`config.mk`:
```
export PLATFORM = sky130hd
export DESIGN_NAME = spmv_row_reducer
export DESIGN_NICKNAME = d
export VERILOG_FILES = /design/src/rtl/spmv_row_reducer.sv
export SDC_FILE = /design/constraint.sdc
export NUM_CORES = 2
export LEC_CHECK = 0
export CAP_MARGIN = 20
export CORE_MARGIN = 10
export CORE_UTILIZATION = 28
export DETAILED_ROUTE_END_ITERATION = 6
export DONT_BUFFER_PORTS = 1
export PLACE_DENSITY = 0.41
export SYNTH_ARGS = -nofsm -noshare
export SYNTH_HDL_FRONTEND = slang
export SYNTH_SLANG_ARGS = --single-unit
```
`constraint.sdc`:
```
create_clock -name clk -period 6.6 [get_ports clk]
set_clock_uncertainty 0.1 [all_clocks]
set_input_delay 1.32 -clock clk [delete_from_list [all_inputs] [get_ports clk]]
set_output_delay 1.32 -clock clk [all_outputs]
set_load 0.1 [all_outputs]
```
`src/rtl/spmv_row_reducer.sv`:
```
// spmv_row_reducer
//   Row-reduction stage of the SpMV datapath. Takes NUM_CH-lane beats of
//   per-element products, splits them into rows using a stream of row
//   lengths, and emits one summed y value per row tagged with its index.
//   Lanes are scanned one per cycle from a single-entry beat buffer.
//
// Ports
//   clk, rst_n        clock, synchronous active-low reset
//   spmv_init, nr     start/abort pulse; nr = number of rows, sampled on init
//   prod_val/rdy      product beat handshake; prod_data lane i at
//   prod_data/mask    [(i+1)*DATA_W-1 : i*DATA_W], mask bit 1 = real nonzero
//   len_val/rdy/data  row-length handshake (nonzero count of the next row)
//   y_val/rdy         result handshake; y_data = row sum, y_row = row index
//   done              all nr rows have been emitted
//   overrun           sticky: a real product lane showed up after the last row
module spmv_row_reducer #(
  parameter int NUM_CH = 16,
  parameter int DATA_W = 32,
  parameter int ROW_W  = 32
) (
  input  logic                     clk,
  input  logic                     rst_n,
  input  logic                     spmv_init,
  input  logic [ROW_W-1:0]         nr,
  input  logic                     prod_val,
  output logic                     prod_rdy,
  input  logic [NUM_CH*DATA_W-1:0] prod_data,
  input  logic [NUM_CH-1:0]        prod_mask,
  input  logic                     len_val,
  output logic                     len_rdy,
  input  logic [DATA_W-1:0]        len_data,
  output logic                     y_val,
  input  logic                     y_rdy,
  output logic [DATA_W-1:0]        y_data,
  output logic [ROW_W-1:0]         y_row,
  output logic                     done,
  output logic                     overrun
);

  localparam int LP_W = (NUM_CH > 1) ? $clog2(NUM_CH) : 1;
  localparam logic [LP_W-1:0] LAST_LP = LP_W'(NUM_CH - 1);

  typedef enum logic [2:0] {
    S_IDLE,
    S_LOAD_LEN,
    S_ACCUM,
    S_EMIT,
    S_DONE
  } state_t;

  state_t state_reg, state_next;

  logic [NUM_CH*DATA_W-1:0] buf_data_reg;
  logic [NUM_CH-1:0]        buf_mask_reg;
  logic [LP_W-1:0]          lp_reg;
  logic                     full_reg;
  logic [DATA_W-1:0]        acc_reg;
  logic [DATA_W-1:0]        rem_reg;
  logic [ROW_W-1:0]         row_idx_reg;
  logic [ROW_W-1:0]         nr_reg;
  logic                     overrun_reg;

  logic [DATA_W-1:0] buf_lane [NUM_CH];
  logic [NUM_CH-1:0] hi_mask;
  logic [DATA_W-1:0] lane_data;
  logic              lane_mask;
  logic              consume;
  logic              last_lane;
  logic              row_end;
  logic              pending;
  logic              last_row;
  logic              prod_fire;
  logic              len_fire;
  logic              y_fire;

  // Lane view of the buffer, plus the set of real lanes not yet scanned
  // (lane index at or above the pointer).
  generate
    for (genvar gi = 0; gi < NUM_CH; gi++) begin : g_lane
      assign buf_lane[gi] = buf_data_reg[gi*DATA_W +: DATA_W];
      assign hi_mask[gi]  = buf_mask_reg[gi] && (LP_W'(gi) >= lp_reg);
    end
  endgenerate

  assign lane_data = buf_lane[lp_reg];
  assign lane_mask = buf_mask_reg[lp_reg];
  assign consume   = (state_reg == S_ACCUM) && full_reg;
  assign last_lane = (lp_reg == LAST_LP);
  // rem is never zero in ACCUM: zero-length rows go straight to EMIT.
  assign row_end   = consume && lane_mask && (rem_reg == DATA_W'(1));
  assign pending   = full_reg && (|hi_mask);
  assign last_row  = ((row_idx_reg + ROW_W'(1)) == nr_reg);
  assign prod_fire = prod_val && prod_rdy;
  assign len_fire  = len_val && len_rdy;
  assign y_fire    = y_val && y_rdy;

  // State register
  always_ff @(posedge clk) begin
    if (!rst_n) state_reg <= S_IDLE;
    else        state_reg <= state_next;
  end

  // Next-state logic; init overrides any handshake in the same cycle.
  always_comb begin
    state_next = state_reg;
    if (spmv_init) begin
      state_next = (nr == '0) ? S_DONE : S_LOAD_LEN;
    end else begin
      case (state_reg)
        S_LOAD_LEN: if (len_fire) state_next = (len_data == '0) ? S_EMIT : S_ACCUM;
        S_ACCUM:    if (row_end)  state_next = S_EMIT;
        S_EMIT:     if (y_fire)   state_next = last_row ? S_DONE : S_LOAD_LEN;
        default:    state_next = state_reg;
      endcase
    end
  end

  // Outputs. The buffer takes a beat when empty, when its last lane leaves
  // this cycle (no bubble between beats), or always in DONE (discard).
  always_comb begin
    prod_rdy = (state_reg != S_IDLE) &&
               (!full_reg || (consume && last_lane) || (state_reg == S_DONE));
    len_rdy  = (state_reg == S_LOAD_LEN);
    y_val    = (state_reg == S_EMIT);
    done     = (state_reg == S_DONE);
    y_data   = acc_reg;
    y_row    = row_idx_reg;
    overrun  = overrun_reg;
  end

  // Datapath: beat buffer, accumulator, row bookkeeping.
  always_ff @(posedge clk) begin
    if (!rst_n) begin
      buf_data_reg <= '0;
      buf_mask_reg <= '0;
      lp_reg       <= '0;
      full_reg     <= 1'b0;
      acc_reg      <= '0;
      rem_reg      <= '0;
      row_idx_reg  <= '0;
      nr_reg       <= '0;
      overrun_reg  <= 1'b0;
    end else if (spmv_init) begin
      full_reg    <= 1'b0;
      lp_reg      <= '0;
      acc_reg     <= '0;
      rem_reg     <= '0;
      row_idx_reg <= '0;
      overrun_reg <= 1'b0;
      nr_reg      <= nr;
    end else begin
      if (len_fire) begin
        rem_reg <= len_data;
        acc_reg <= '0;
      end
      if (consume) begin
        if (lane_mask) begin
          acc_reg <= acc_reg + lane_data;
          rem_reg <= rem_reg - DATA_W'(1);
        end
        lp_reg <= lp_reg + LP_W'(1);
        if (last_lane) full_reg <= 1'b0;
      end
      if (y_fire) row_idx_reg <= row_idx_reg + ROW_W'(1);
      // Leftover real lanes after the final row flag an overrun on the
      // first DONE cycle; the buffer is then drained.
      if (state_reg == S_DONE) begin
        full_reg <= 1'b0;
        if (pending) overrun_reg <= 1'b1;
      end
      // A refill wins over the last-lane empty above.
      if (prod_fire) begin
        if (state_reg == S_DONE) begin
          if (|prod_mask) overrun_reg <= 1'b1;
        end else begin
          buf_data_reg <= prod_data;
          buf_mask_reg <= prod_mask;
          lp_reg       <= '0;
          full_reg     <= 1'b1;
        end
      end
    end
  end

endmodule

```
=== Word-level counts from Yosys, hierarchy flattened ===
Index checks and enable logic that the tools add are counted.

* Bits in registers: 665
* Input port bits: 598
* Logic and storage cells: 115

* Order comparisons: 18
* $add $sub $neg: 4
* Mux-type cells: 32
* Bitwise operators: 4
* Equality and inequality tests: 10
* Reduce and logical (&&, ||, !) cells: 37

{| class="wikitable"
|+ Operators with widths
! cell !! number
|-
| 32-bit 2-to-1 mux || 8
|-
| 32-bit binary-select mux with 4-bit select || 1
|-
| 32-bit logical NOT || 2
|-
| 32-bit by 1-bit adder with 32-bit output, second input constant || 1
|-
| 32-bit adder || 1
|-
| 32-bit by 1-bit equality test with 1-bit output, second input constant || 1
|-
| 32-bit equality test || 1
|-
| 4-bit >= comparator, first input constant || 8
|-
| 16-bit OR reduction || 2
|-
| 32-bit by 1-bit subtractor with 32-bit output, second input constant || 1
|-
| 1-bit logical AND || 25
|-
| 3-bit 2-to-1 mux || 6
|-
| 3-bit by 4-bit >= comparator with 1-bit output, first input constant || 4
|-
| 1-bit 2-to-1 mux || 12
|-
| 4-bit 2-to-1 mux || 3
|-
| 3-bit one-hot mux with 3 select lines || 1
|-
| 1-bit by 4-bit >= comparator with 1-bit output, first input constant || 2
|-
| 2-bit by 4-bit >= comparator with 1-bit output, first input constant || 2
|-
| 3-bit by 2-bit equality test with 1-bit output, second input constant || 2
|-
| 3-bit by 2-bit inequality test with 1-bit output, second input constant || 2
|-
| 5-bit >= comparator, second input constant || 1
|-
| 4-bit by 5-bit less-than comparator with 1-bit output, second input constant || 1
|-
| 4-bit inverter with 5-bit output || 1
|-
| 4-bit by 1-bit adder with 4-bit output, second input constant || 1
|-
| other kinds (13) || 16
|}

=== Logic depth before layout (Yosys ltp) ===
* Depth after elaboration: 9
* Gate-level depth with buffers: 21
* Gate-level depth less buffers: 17

=== Worst setup path before layout ===
Ideal clock, no wire load.

* Path kind: reg2reg
* From: reg lp_reg[0]
* To: reg acc_reg[17] (netlist: y_data[17])
* Path slack: 2.018 ns
* Cell stages (with the launch flop): 20
* Data required time: 6.375 ns
* Data arrival time: 4.356 ns
* Cells stage by stage: dfxtp_1 > buf_2 > buf_2 > buf_1 > buf_1 > mux2i_1 > o221ai_1 > o22ai_1 > a21oi_1 > ha_1 > o21ai_0 > o21ai_0 > a31oi_1 > o21ai_0 > a221oi_1 > o21bai_1 > a21o_1 > a21oi_1 > xor2_1 > o21ai_0

* Cells in the longest elaborated chain, start to end: 7
* Elaborated cells between the ends (all ways): 9
* Classes of those cells: add/sub: 1; mux: 7; bitwise: 1

{| class="wikitable"
|+ Ends and longest elaborated chain
! what !! RTL line !! text
|-
| start: declaration || 55 || <nowiki>logic [LP_W-1:0] lp_reg;</nowiki>
|-
| start signal: assignment || 161 || <nowiki>lp_reg <= lp_reg + LP_W'(1);</nowiki>
|-
| 4-bit inverter with 5-bit output (not written as such) || 85 || <nowiki>assign lane_data = buf_lane[lp_reg];</nowiki>
|-
| 32-bit binary-select mux with 4-bit select || 85 ||
|-
| 32-bit 2-to-1 mux (not written as such) (2 in a row) || 85 ||
|-
| 32-bit adder || 158 || <nowiki>acc_reg <= acc_reg + lane_data;</nowiki>
|-
| 32-bit 2-to-1 mux * || 157 || <nowiki>if (lane_mask) begin</nowiki>
|-
| 32-bit 2-to-1 mux * || 156 || <nowiki>if (consume) begin</nowiki>
|-
| end signal: assignment || 158 ||
|-
| end: declaration || 57 || <nowiki>logic [DATA_W-1:0] acc_reg;</nowiki>
|}

Every way passes the cells marked *; elsewhere a longest branch is shown, timed or not. The select of a mux whose other input is x is not followed.
A chain may end at the register's enable or synchronous reset.

=== Final worst setup path ===
* From: reg lp_reg[1]
* To: reg acc_reg[17] (netlist: y_data[17])

Same word-level chain as after synthesis.

==> impl_metrics.json <==
{
  "synth-seq-cells": 665,
  "regToRegSetupSlack_ns": 1.40,
  "path_cells": "buf_4, mux4_2, o22ai_1, a21o_1, inv_1, ha_1, a211oi_1, o21ai_0, a31oi_1, o21ai_0, a221oi_1, o21bai_1, a21o_1, a21oi_1, xor2_1, o21ai_0",
  "worst_skew_pair.late_latency_ns": 0.67,
  "worst_slew_pin_slew_ns": 3.10,
  "clk_pin_slew_worst_paths_ns": 0.06,
  "critPathArrivalTime_ns": 5.62,
  "run_status": "complete, but fails checks",
  "synth_ff_type": "dfxtp_1",
  "tns_ns": 0,
  "synthDominantCellAreaShare_pct": 41.6,
  "p_leak_nw": 11.7,
  "final.period_utilization_pct": 78.8,
  "number_of_distinct_library_cells_after_synthesis": 64,
  "cts_made_buffers": 85,
  "layout_common_cells": "nand2_1 (1195), dfxtp_1 (662), a21boi_0 (529), mux2i_1 (168), a21oi_1 (126)",
  "synth.area.top_cells": "dfxtp_1 (42%), nand2_1 (14%), a21boi_0 (12%)",
  "root_buffer": "clkbuf_16",
  "timing.max_cap.violations": 0,
  "pre_antenna_drt_iters": 5,
  "max_slew_margin_pct": -106,
  "power_per_unit_of_standard_cell_area_nw_per_um2": 261,
  "critPathKind": "flop to flop",
  "clock.fmax_mhz": 192,
  "place_worst_setup_slack_ns": 1.45,
  "synth_enable_flop_cells": 0,
  "layout_commonest_cell": "nand2_1",
  "clock_sink_count": 665,
  "worst-endpoint-required_ns": 7.02,
  "cts_tree": "done",
  "synth.largest_area_cell": "dfxtp_1",
  "crit_path_max_incr_delay_ns": 0.74,
  "grt_setup_unrepaired": "no",
  "vias_per_cell": 5.05,
  "chipWidth_um": 358,
  "yosysSeqAreaShare_pct": 41.6,
  "worstSetupEndpointType": "flop",
  "grt_pass1_wl_mm": 194,
  "post_cts.resized_instances": 0,
  "postSynthAreaPerCell_um2": 8.38,
  "initial_antenna_violation_count": 32,
  "detail_route.wirelength_mm": 139,
  "grt_remaining_overflow": 0,
  "cts-root-to-sink-buffers": 3,
  "fp.dieArea_um2": 128000,
  "failed_checks": "max-slew violations",
  "synth_warnings": 0,
  "syn_nets": 4456,
  "synth_cells": 3820,
  "design.core.area_um2": 113000,
  "htreeDepth": 3,
  "grt.total_usage_pct": 20.7,
  "nets": 4359,
  "cpMostUsedCell": "o21ai_0",
  "ant_nets": 0,
  "routability_driven_placement_congestion_ratio": 0.856,
  "dp.final_hpwl_mm": 106,
  "synth_area_um2": 32000,
  "timing.final.max_slew_violations": 370,
  "timing.final.crit_period_ns": 5.20,
  "worstSetupStartpointType": "flop",
  "grt_pass1_vias": 26769,
  "detailroute.via_count": 26782,
  "timing.hold.worst.class": "flop to flop",
  "fraction_of_final_layout_cells_with_drive_strength_greater_than_1_pct": 8.49,
  "post_synth_arst_share_pct": 0,
  "fin_ws_ns": 1.40,
  "final_report_hold_violation_count": 0,
  "areaGrowthSynthToFinish_pct": 14.8,
  "critical_path.slowest_cell": "dfxtp_4",
  "cts_setup_buffers": 0,
  "boundaryPins": 667,
  "path_max_fanout": 39,
  "max-vdd-ir-drop_mv": 0.166,
  "largest_reg_flops": 512,
  "fp.dieH_um": 358,
  "setup_viol_count_final": 0,
  "holdBufCountCts": 0,
  "initial_core_util_pct": 28.3,
  "drt_iter0_drc": 1731,
  "numPortBuffers": 0,
  "grt_max_degree": 565,
  "routed_wire_length_per_instance_um": 26.2,
  "row_count": 123,
  "post-route-drc-count": 0
}
## metal layers
| metal | GRT usage, % | part of all wire (%) | vias to the layer above |
|---|---|---|---|
| met4 | 5.48 | 2.3 | 40 |
| met2 | 36.3 | 50 | 667 |
| met5 | 0 | 0.18 | - |
| met1 | 24.2 | 41 | 12840 |
| met3 | 6.16 | 6.8 | 168 |
| li1 | - | - | 13067 |
## worst max-delay path, delay by kind of cell, from the launching register on
kind | cells | cell delay (ns)
multiplexers | 1 | 0.47
AO/OA/AOI/OAI | 11 | 2.49
flip-flops | 1 | 0.74
adder cells (fa/ha/maj) | 1 | 0.28
buffers and inverters | 2 | 0.72
XOR/XNOR | 1 | 0.16
## synthesized netlist by cell type, types with 11 or more instances
library cell and count:
nand2_1 1196, dfxtp_1 665, a21boi_0 529, clkbuf_1 243
mux2i_1 168, a21oi_1 126, nor2_1 90, o21ai_0 82
mux4_2 66, o221ai_1 66, xnor2_1 52, xor2_1 46
nor2b_1 41, nand3_1 39, nor3_1 38, ha_1 37
o22ai_1 34, buf_1 29, nor4_1 29, nand4_1 22
inv_1 21, a21o_1 15, a31oi_1 15, and3_1 15
nand2b_1 15, or3_1 15, a221oi_1 11
## final timing paths
check                    start                end  cells after the start
max                  lp_reg[1]         y_data[17]                     16
min          buf_data_reg[213]  buf_data_reg[213]                      2
max reg2reg          lp_reg[1]         y_data[17]                     16
min reg2reg  buf_data_reg[213]  buf_data_reg[213]                      2
## stage by stage
stage          hold WS (ns)  total power [mW]  std cells  util (%)  area [um2]
2_1_floorplan         0.337              4.63       3820         -       32000
3_3_place_gp          0.352              4.76       5130      29.8       33700
3_5_place_dp          0.356              4.76       5132      29.8       33700
4_1_cts               0.364              9.73       5288      32.4       36600
5_1_grt               0.381              9.91       5300      32.5       36700
6_report              0.364              9.58       5306      32.5       36700
## where the power goes
group,switching (mW),leakage [nW],internal [mW]
Clock,1.97,1.45,2.93
Sequential,0.0685,5.39,4.12
Combinational,0.286,4.90,0.202
## cells by family after synthesis
family                   share of synthesized area, %
XOR/XNOR                                         2.68
AND/OR/NAND/NOR                                  20.0
AO/OA/AOI/OAI                                    20.7
buffers and inverters                            3.61
flip-flops                                       41.6
adder cells (fa/ha/maj)                          1.51
multiplexers                                     9.97
## area by class of cell
cell class              instances  area (um2)
well taps                    1500        1880
diodes                         14        35.0
inverters                      22        82.6
clock buffers                 127        2560
clock inverters                29         393
repair buffers                 98         902
flip-flops and latches        665       13300
multi-input cells            2851       17600
fillers                     12143       76200
(Power assumes the default switching activity.)
